File: config.mk
export PLATFORM = sky130hd
export DESIGN_NAME = alu_operand_stage
export DESIGN_NICKNAME = d
export VERILOG_FILES = /design/src/rtl/alu_pkg.sv /design/src/rtl/operand_fwd.sv /design/src/rtl/alu_operand_stage.sv
export SDC_FILE = /design/constraint.sdc
export NUM_CORES = 1
export LEC_CHECK = 0
export CAP_MARGIN = 40
export CORE_ASPECT_RATIO = 1.5
export CORE_UTILIZATION = 25
export DETAILED_ROUTE_END_ITERATION = 10
export PLACE_DENSITY = 0.66
export SLEW_MARGIN = 40
export SYNTH_ARGS = -nofsm -noshare
export SYNTH_HDL_FRONTEND = slang
export SYNTH_HIERARCHICAL = 1
export SYNTH_SLANG_ARGS = --single-unit
File: constraint.sdc
create_clock -name clk -period 2.2 [get_ports clk]
set_clock_uncertainty 0.15 [all_clocks]
set_input_delay 0.44 -clock clk [delete_from_list [all_inputs] [get_ports clk]]
set_output_delay 0.44 -clock clk [all_outputs]
set_load 0.02 [all_outputs]
File: src/rtl/alu_pkg.sv
// Shared ALU definitions: operand-B source encodings and default datapath sizes.
package alu_pkg;

    localparam int ALU_WIDTH  = 32;
    localparam int ALU_IMM_W  = 16;
    localparam int ALU_ADDR_W = 5;

    typedef enum logic [1:0] {
        ALU_SRC_REG   = 2'd0,
        ALU_SRC_SEXT  = 2'd1,
        ALU_SRC_ZEXT  = 2'd2,
        ALU_SRC_UPPER = 2'd3
    } alu_src_e;

endpackage

File: src/rtl/operand_fwd.sv
// Per-operand bypass: picks EX/MEM, then MEM/WB, then register-file data.
// Compare logic is present only when ALU_OPERAND_FWD_EN is defined.
module operand_fwd #(
    parameter int WIDTH  = alu_pkg::ALU_WIDTH,
    parameter int ADDR_W = alu_pkg::ALU_ADDR_W
) (
    input  logic [ADDR_W-1:0] addr,
    input  logic [WIDTH-1:0]  d,
    input  logic              ex_we,
    input  logic [ADDR_W-1:0] ex_addr,
    input  logic [WIDTH-1:0]  ex_data,
    input  logic              wb_we,
    input  logic [ADDR_W-1:0] wb_addr,
    input  logic [WIDTH-1:0]  wb_data,
    output logic [WIDTH-1:0]  q
);

`ifdef ALU_OPERAND_FWD_EN
    logic addr_nz;
    assign addr_nz = (addr != '0);

    // Priority mux: the younger EX/MEM result wins over MEM/WB; r0 is never bypassed.
    always_comb begin
        // NOTE: q gets a value on every path first, so no latch is inferred.
        q = d;
        if (ex_we && (ex_addr == addr) && addr_nz)
            q = ex_data;
        else if (wb_we && (wb_addr == addr) && addr_nz)
            q = wb_data;
    end
`else
    // Bypass disabled: the hazard unit stalls on RAW hazards, so read data is always current.
    logic unused_bypass;
    assign unused_bypass = ^{addr, ex_we, ex_addr, ex_data, wb_we, wb_addr, wb_data};
    assign q = d;
`endif

endmodule

File: src/rtl/alu_operand_stage.sv
// ALU operand stage: forwards both register operands, selects operand B by mode,
// and holds the result in one valid/ready pipeline slot.
// Optional bypass logic is enabled with the ALU_OPERAND_FWD_EN macro.
module alu_operand_stage
    import alu_pkg::*;
#(
    parameter int WIDTH  = ALU_WIDTH,
    parameter int IMM_W  = ALU_IMM_W,
    parameter int ADDR_W = ALU_ADDR_W
) (
    input  logic              clk,
    input  logic              reset,
    input  logic              in_valid,
    output logic              in_ready,
    input  logic [WIDTH-1:0]  rd1,
    input  logic [WIDTH-1:0]  rd2,
    input  logic [ADDR_W-1:0] rs_addr,
    input  logic [ADDR_W-1:0] rt_addr,
    input  logic [IMM_W-1:0]  imm,
    input  logic [1:0]        alu_src,
    input  logic              ex_we,
    input  logic [ADDR_W-1:0] ex_addr,
    input  logic [WIDTH-1:0]  ex_data,
    input  logic              wb_we,
    input  logic [ADDR_W-1:0] wb_addr,
    input  logic [WIDTH-1:0]  wb_data,
    input  logic              flush,
    output logic              out_valid,
    input  logic              out_ready,
    output logic [WIDTH-1:0]  src_a,
    output logic [WIDTH-1:0]  src_b,
    output logic [WIDTH-1:0]  store_data
);

    logic [WIDTH-1:0] a_val;
    logic [WIDTH-1:0] rt_val;
    logic [WIDTH-1:0] b_val;
    logic             accept;

    operand_fwd #(.WIDTH(WIDTH), .ADDR_W(ADDR_W)) u_fwd_a (
        .addr    (rs_addr),
        .d       (rd1),
        .ex_we   (ex_we),
        .ex_addr (ex_addr),
        .ex_data (ex_data),
        .wb_we   (wb_we),
        .wb_addr (wb_addr),
        .wb_data (wb_data),
        .q       (a_val)
    );

    operand_fwd #(.WIDTH(WIDTH), .ADDR_W(ADDR_W)) u_fwd_b (
        .addr    (rt_addr),
        .d       (rd2),
        .ex_we   (ex_we),
        .ex_addr (ex_addr),
        .ex_data (ex_data),
        .wb_we   (wb_we),
        .wb_addr (wb_addr),
        .wb_data (wb_data),
        .q       (rt_val)
    );

    // Operand-B mode mux: register, sign/zero-extended immediate, or LUI-style upper immediate.
    always_comb begin
        b_val = rt_val;
        case (alu_src_e'(alu_src))
            ALU_SRC_REG:   b_val = rt_val;
            ALU_SRC_SEXT:  b_val = {{(WIDTH-IMM_W){imm[IMM_W-1]}}, imm};
            ALU_SRC_ZEXT:  b_val = {{(WIDTH-IMM_W){1'b0}}, imm};
            ALU_SRC_UPPER: b_val = {imm, {(WIDTH-IMM_W){1'b0}}};
            default:       b_val = rt_val;
        endcase
    end

    assign in_ready = !out_valid || out_ready;
    assign accept   = in_valid && in_ready;

    // Pipeline slot: reset beats flush, flush beats accept; a held slot ignores its inputs.
    always_ff @(posedge clk) begin
        // NOTE: sequential state uses non-blocking assignments so every register samples pre-edge values.
        if (reset) begin
            // NOTE: data registers are cleared too, so outputs read zero before the first accept.
            out_valid  <= 1'b0;
            src_a      <= '0;
            src_b      <= '0;
            store_data <= '0;
        end else if (flush) begin
            out_valid <= 1'b0;
        end else if (accept) begin
            out_valid  <= 1'b1;
            src_a      <= a_val;
            src_b      <= b_val;
            store_data <= rt_val;
        end else if (out_ready) begin
            out_valid <= 1'b0;
        end
    end

endmodule

-- Yosys cells after proc, flatten, opt, wreduce, memory -nomap -nowiden
Index checks and enable logic that the tools add are counted.
- memories: 0
- latch bits: 0
- output and inout bits: 98
- word-level logic and storage cells: 18
- ROM bits: 0
- bits of input ports: 173
- flip-flop bits (word level): 97
- bits in writable memories: 0
- shift operators: 0
- eq/ne operators: 3
- $mul: 0
- bitwise gates (word level): 1
- magnitude comparators: 0
- div/mod/pow operators: 0
- add/subtract/negate cells: 0
- muxes and demuxes: 3
- reduce and logical (&&, ||, !) cells: 7
- operators with widths (cell ; number):
    $pmux 32 s4 ; 1
    $eq 2x2->1 const B ; 2
    $eq 2x1->1 const B ; 1
    $logic_not 2->1 ; 1
    $mux 1 ; 2
    $reduce_and 2->1 ; 1
    $reduce_bool 2->1 ; 1
    $reduce_or 2->1 ; 1
    $logic_and 1x1->1 ; 1
    $logic_not 1->1 ; 1
    $logic_or 1x1->1 ; 1
    $not 1->1 ; 1

-- Longest topological paths before layout
Gate-level depths: netlist of the first run.
- word-level depth: 4
- depth in mapped cells: 7
- depth with buffers taken out: 4

-- Cells and area by module
Netlist of the first run, hierarchy kept.
- modules (own cells, without submodules) (module ; times used ; cells an instance ; area each (sq um)):
    alu_operand_stage ; 1 ; 452 ; 3912.5
    operand_fwd ; 2 ; 32 ; 240.2

-- Worst setup path after synthesis of the first run
Ideal clock, no wire load.
- kind: register -> output
- from: register out_valid
- to: output in_ready
- slack: 390 ps
- cell stages (with the launch flop): 5
- arrival: 1220 ps
- cells stage by stage: dfxtp_1 > nor2b_1 > buf_2 > inv_2 > clkbuf_1
- cells in the longest elaborated chain, start to end: 2
- ends and longest elaborated chain (what ; line ; text):
    start: declaration ; alu_operand_stage.sv:28 ; output logic out_valid,
    start signal: assignment ; alu_operand_stage.sv:84 ; out_valid <= 1'b0;
    start signal: assignment ; alu_operand_stage.sv:89 ; out_valid <= 1'b0;
    start signal: assignment ; alu_operand_stage.sv:91 ; out_valid <= 1'b1;
    $logic_not 1->1 ; alu_operand_stage.sv:76 ; assign in_ready = !out_valid || out_ready;
    $logic_or 1x1->1 ; alu_operand_stage.sv:76 ;
    end: declaration ; alu_operand_stage.sv:14 ; output logic in_ready,
Every way passes these cells.

-- Worst setup path after layout of the first run
- from: input out_ready
- to: output in_ready
- cells in the longest elaborated chain, start to end: 1
- ends and longest elaborated chain (what ; line ; text):
    start: declaration ; alu_operand_stage.sv:29 ; input logic out_ready,
    $logic_or 1x1->1 ; alu_operand_stage.sv:76 ;
Every way passes these cells.

==> results.txt, run 1 <==
CTS tree: done
Sequential share of the synthesized area: 44.20%
P per Cell Area: 701.8 mW/mm^2
Final period util: 91.51%
GR peak layer: met2
Clock insertion delay at the later pin of the skew report: 0.33 ns
CP Cell Sequence: clkdlybuf4s50_1, nor2b_4, clkinv_2, dlygate4sd2_1
Total core area: 0.01727 mm^2
Synth top cells by count: 97 x a21oi_1, 97 x dfxtp_1, 66 x buf_4
Clock slew at reported path FFs: 0.06 ns
Antenna diodes: 0
Synthesized area per cell: 8.513 um^2
Met2 usage: 26.56%
Crit end category: output port
Max-slew violations: 0
Post-synth EDFFs: 0
Final hold vios: 0
CTS Hold Buffers Added: 0
DR vias: 4,076
ANT nets after route: 0
Post-Syn Nets: 689
Routing usage on met1: 20.23%
FF+latch count, synth: 97
Leakage: 0.002134 uW
CP Class: primary input to output port
Setup TNS: 0 ns
Placer congestion estimate: 0.7265
Met3 usage: 2.976%
Slew @ Worst Pin: 0.5974 ns
FP Rows: 59
Die width: 110.2 um
Top-area cell type share of the netlist area: 44.20%
Critical path required time: 1.61 ns
I/O Pins: 271
Clock Tree Buf Depth: 2
First DRT Iteration DRCs: 272
Min Tclk post-route: 2.013 ns
DRC: 0
Clk Tree Root Cell: clkbuf_16
Cell area after layout: 0.006400 mm^2
Unrepaired setup endpoints after global routing: false
Via density: 4.905
Top post-synthesis cells by area: dfxtp_1 44%, buf_4 11%, a21oi_1 11%, nand3_1 7.3%, o21ai_0 7.3%
Full die area: 0.01812 mm^2
Area Growth Syn to Fin: 45.69%
Main synth FF type: dfxtp_1
Global-route wire length before repair: 21,950 um
Routed WL: 14,880 um
Run status: finished, final reports clean
Clock sinks: 97
VDD IR max: 0.0003793 V
Starting Density: 25.43%
Die Span Y: 164.4 um
Synth Warn #: 6
Setup violators final: 0
Area of the mapped netlist: 0.004393 mm^2
Fin nets: 787
Post-DP HPWL: 10,330 um
Crit path largest cell delay: 0.45 ns
Synth area leader: dfxtp_1
Fmax: 496.7 MHz
CP startpoint kind: primary input
Ys async rst share: 0%
CTS buffer count: 9
Fill cells: 1,832
Arr. time, crit path: 1.42 ns
H-tree depth: 3
Drt wl/cell: 17.90 um
Post-Syn Instances: 516
Critical-path maximum fanout: 2
Layout cells sized above 1: 8.900%
Critical path's slowest cell: clkdlybuf4s50_1
Dpl ws: -0.1934 ns
Synth cell types: 22
# Max-Cap Violations: 0
Drt pass-1 iters: 5
Pin count of the biggest net entering global routing: 59
Tot GR Track Use: 16.25%
Final Total Pwr: 4491 uW
Vias in the first global route: 3,739
Initial antenna violation count: 0
Worst hold path class: flip-flop to flip-flop
GRT Residual Overflow: 0
Slack of the critical path: 0.1868 ns
Relative slew margins: 60.08%
DP Area: 0.006076 mm^2
Port bufs: 184
[sequential cells by signal, summed over array words and instances (netlist names)]
register	cells
out_valid	1
src_a	32
src_b	32
store_data	32
[final cells by class]
class | count | area, um^2 | share of cell area (%)
inverter | 2 | 8.758 | 0.1369
clock inverter | 6 | 92.59 | 1.447
tap | 213 | 266.5 | 4.164
multi-input combinational | 299 | 1757 | 27.45
clock buffer | 9 | 225.2 | 3.519
sequential | 97 | 1942 | 30.34
timing repair buffer | 205 | 2108 | 32.94
[critical path: cells and delay by family]
family	cells	cell delay, ns
buffers and inverters	3	0.83
AND/OR/NAND/NOR	1	0.14
[metal layers]
layer / vias to the layer above / wire length [um]
met1: 1912 / 6246
met2: 147 / 7267
met3: 23 / 820
li1: 1994 / -
met5: - / 0
met4: 0 / 544
[repair_timing]
| action | in CTS | in global routing |
|---|---|---|
| endpoints found under the setup margin | 1 | 1 |
| setup buffers | 0 | 1 |
| cloned | 0 | 0 |
| resized for setup | 1 | 0 |
[power breakdown]
part | total [uW] | internal, uW | switching (uW)
Sequential | 1890 | 1850 | 43.6
Clock | 1710 | 998 | 714
Combinational | 886 | 436 | 449
[path summary, 6_finish.rpt]
kind	slack [ns]	to	depth (start not counted)	start
worst max register to register	0.52	src_b[18]$_SDFFE_PP0P_	6	out_valid$_SDFFE_PP0P_
worst min register to register	0.32	src_a[26]$_SDFFE_PP0P_	2	src_a[26]$_SDFFE_PP0P_
worst max-delay path	0.19	in_ready	4	out_ready
worst min-delay path	0.32	src_a[26]$_SDFFE_PP0P_	2	src_a[26]$_SDFFE_PP0P_
[metrics by stage]
step / instances / hold slack, ns / utilization, %
floorplan: 516 / 0.3693 / -
finish: 831 / 0.3232 / 37.05
CTS: 830 / 0.3253 / 37.01
detailed placement: 815 / 0.3162 / 35.17
global route: 831 / 0.3379 / 37.05
global placement: 815 / 0.3085 / 35.14
[cells by family (layout without fill, tap and decap cells)]
| group | count (synthesis) | count (layout) | share of synthesized area, % |
|---|---|---|---|
| AOI/OAI and AO/OA | 225 | 225 | 30.59 |
| buffers and inverters | 120 | 222 | 16.38 |
| DFF | 97 | 97 | 44.20 |
| and+or+nand+nor | 73 | 73 | 8.459 |
| xor gates and xnor gates | 1 | 1 | 0.3704 |
[layout by cell type, fill, tap and decap left out, drive strengths merged, types with 2 or more instances in the layout]
cell type / synthesis / final
clkdlybuf4s50: 0 / 182
a21oi: 97 / 97
dfxtp: 97 / 97
nand3: 64 / 64
o21ai: 64 / 64
a211oi: 32 / 32
a22oi: 31 / 31
buf: 84 / 22
clkbuf: 34 / 9
nor2: 3 / 3
nor2b: 2 / 2
clkinvlp: 0 / 2
bufinv: 0 / 2
clkinv: 0 / 2
inv: 2 / 2
No activity file was read; power rests on OpenSTA's default activity.
==> run 2: changes to the inputs <==
Settings changed: CTS_CLUSTER_SIZE set to 20.
==> results of run 2 <==
Final layout, timing and power as in run 1 (identical DEF).
==> run 3: changes to the inputs <==
Settings changed: CTS_CLUSTER_SIZE 20 to not set.
==> results of run 3 <==
Final layout, timing and power as in run 1 (identical DEF).
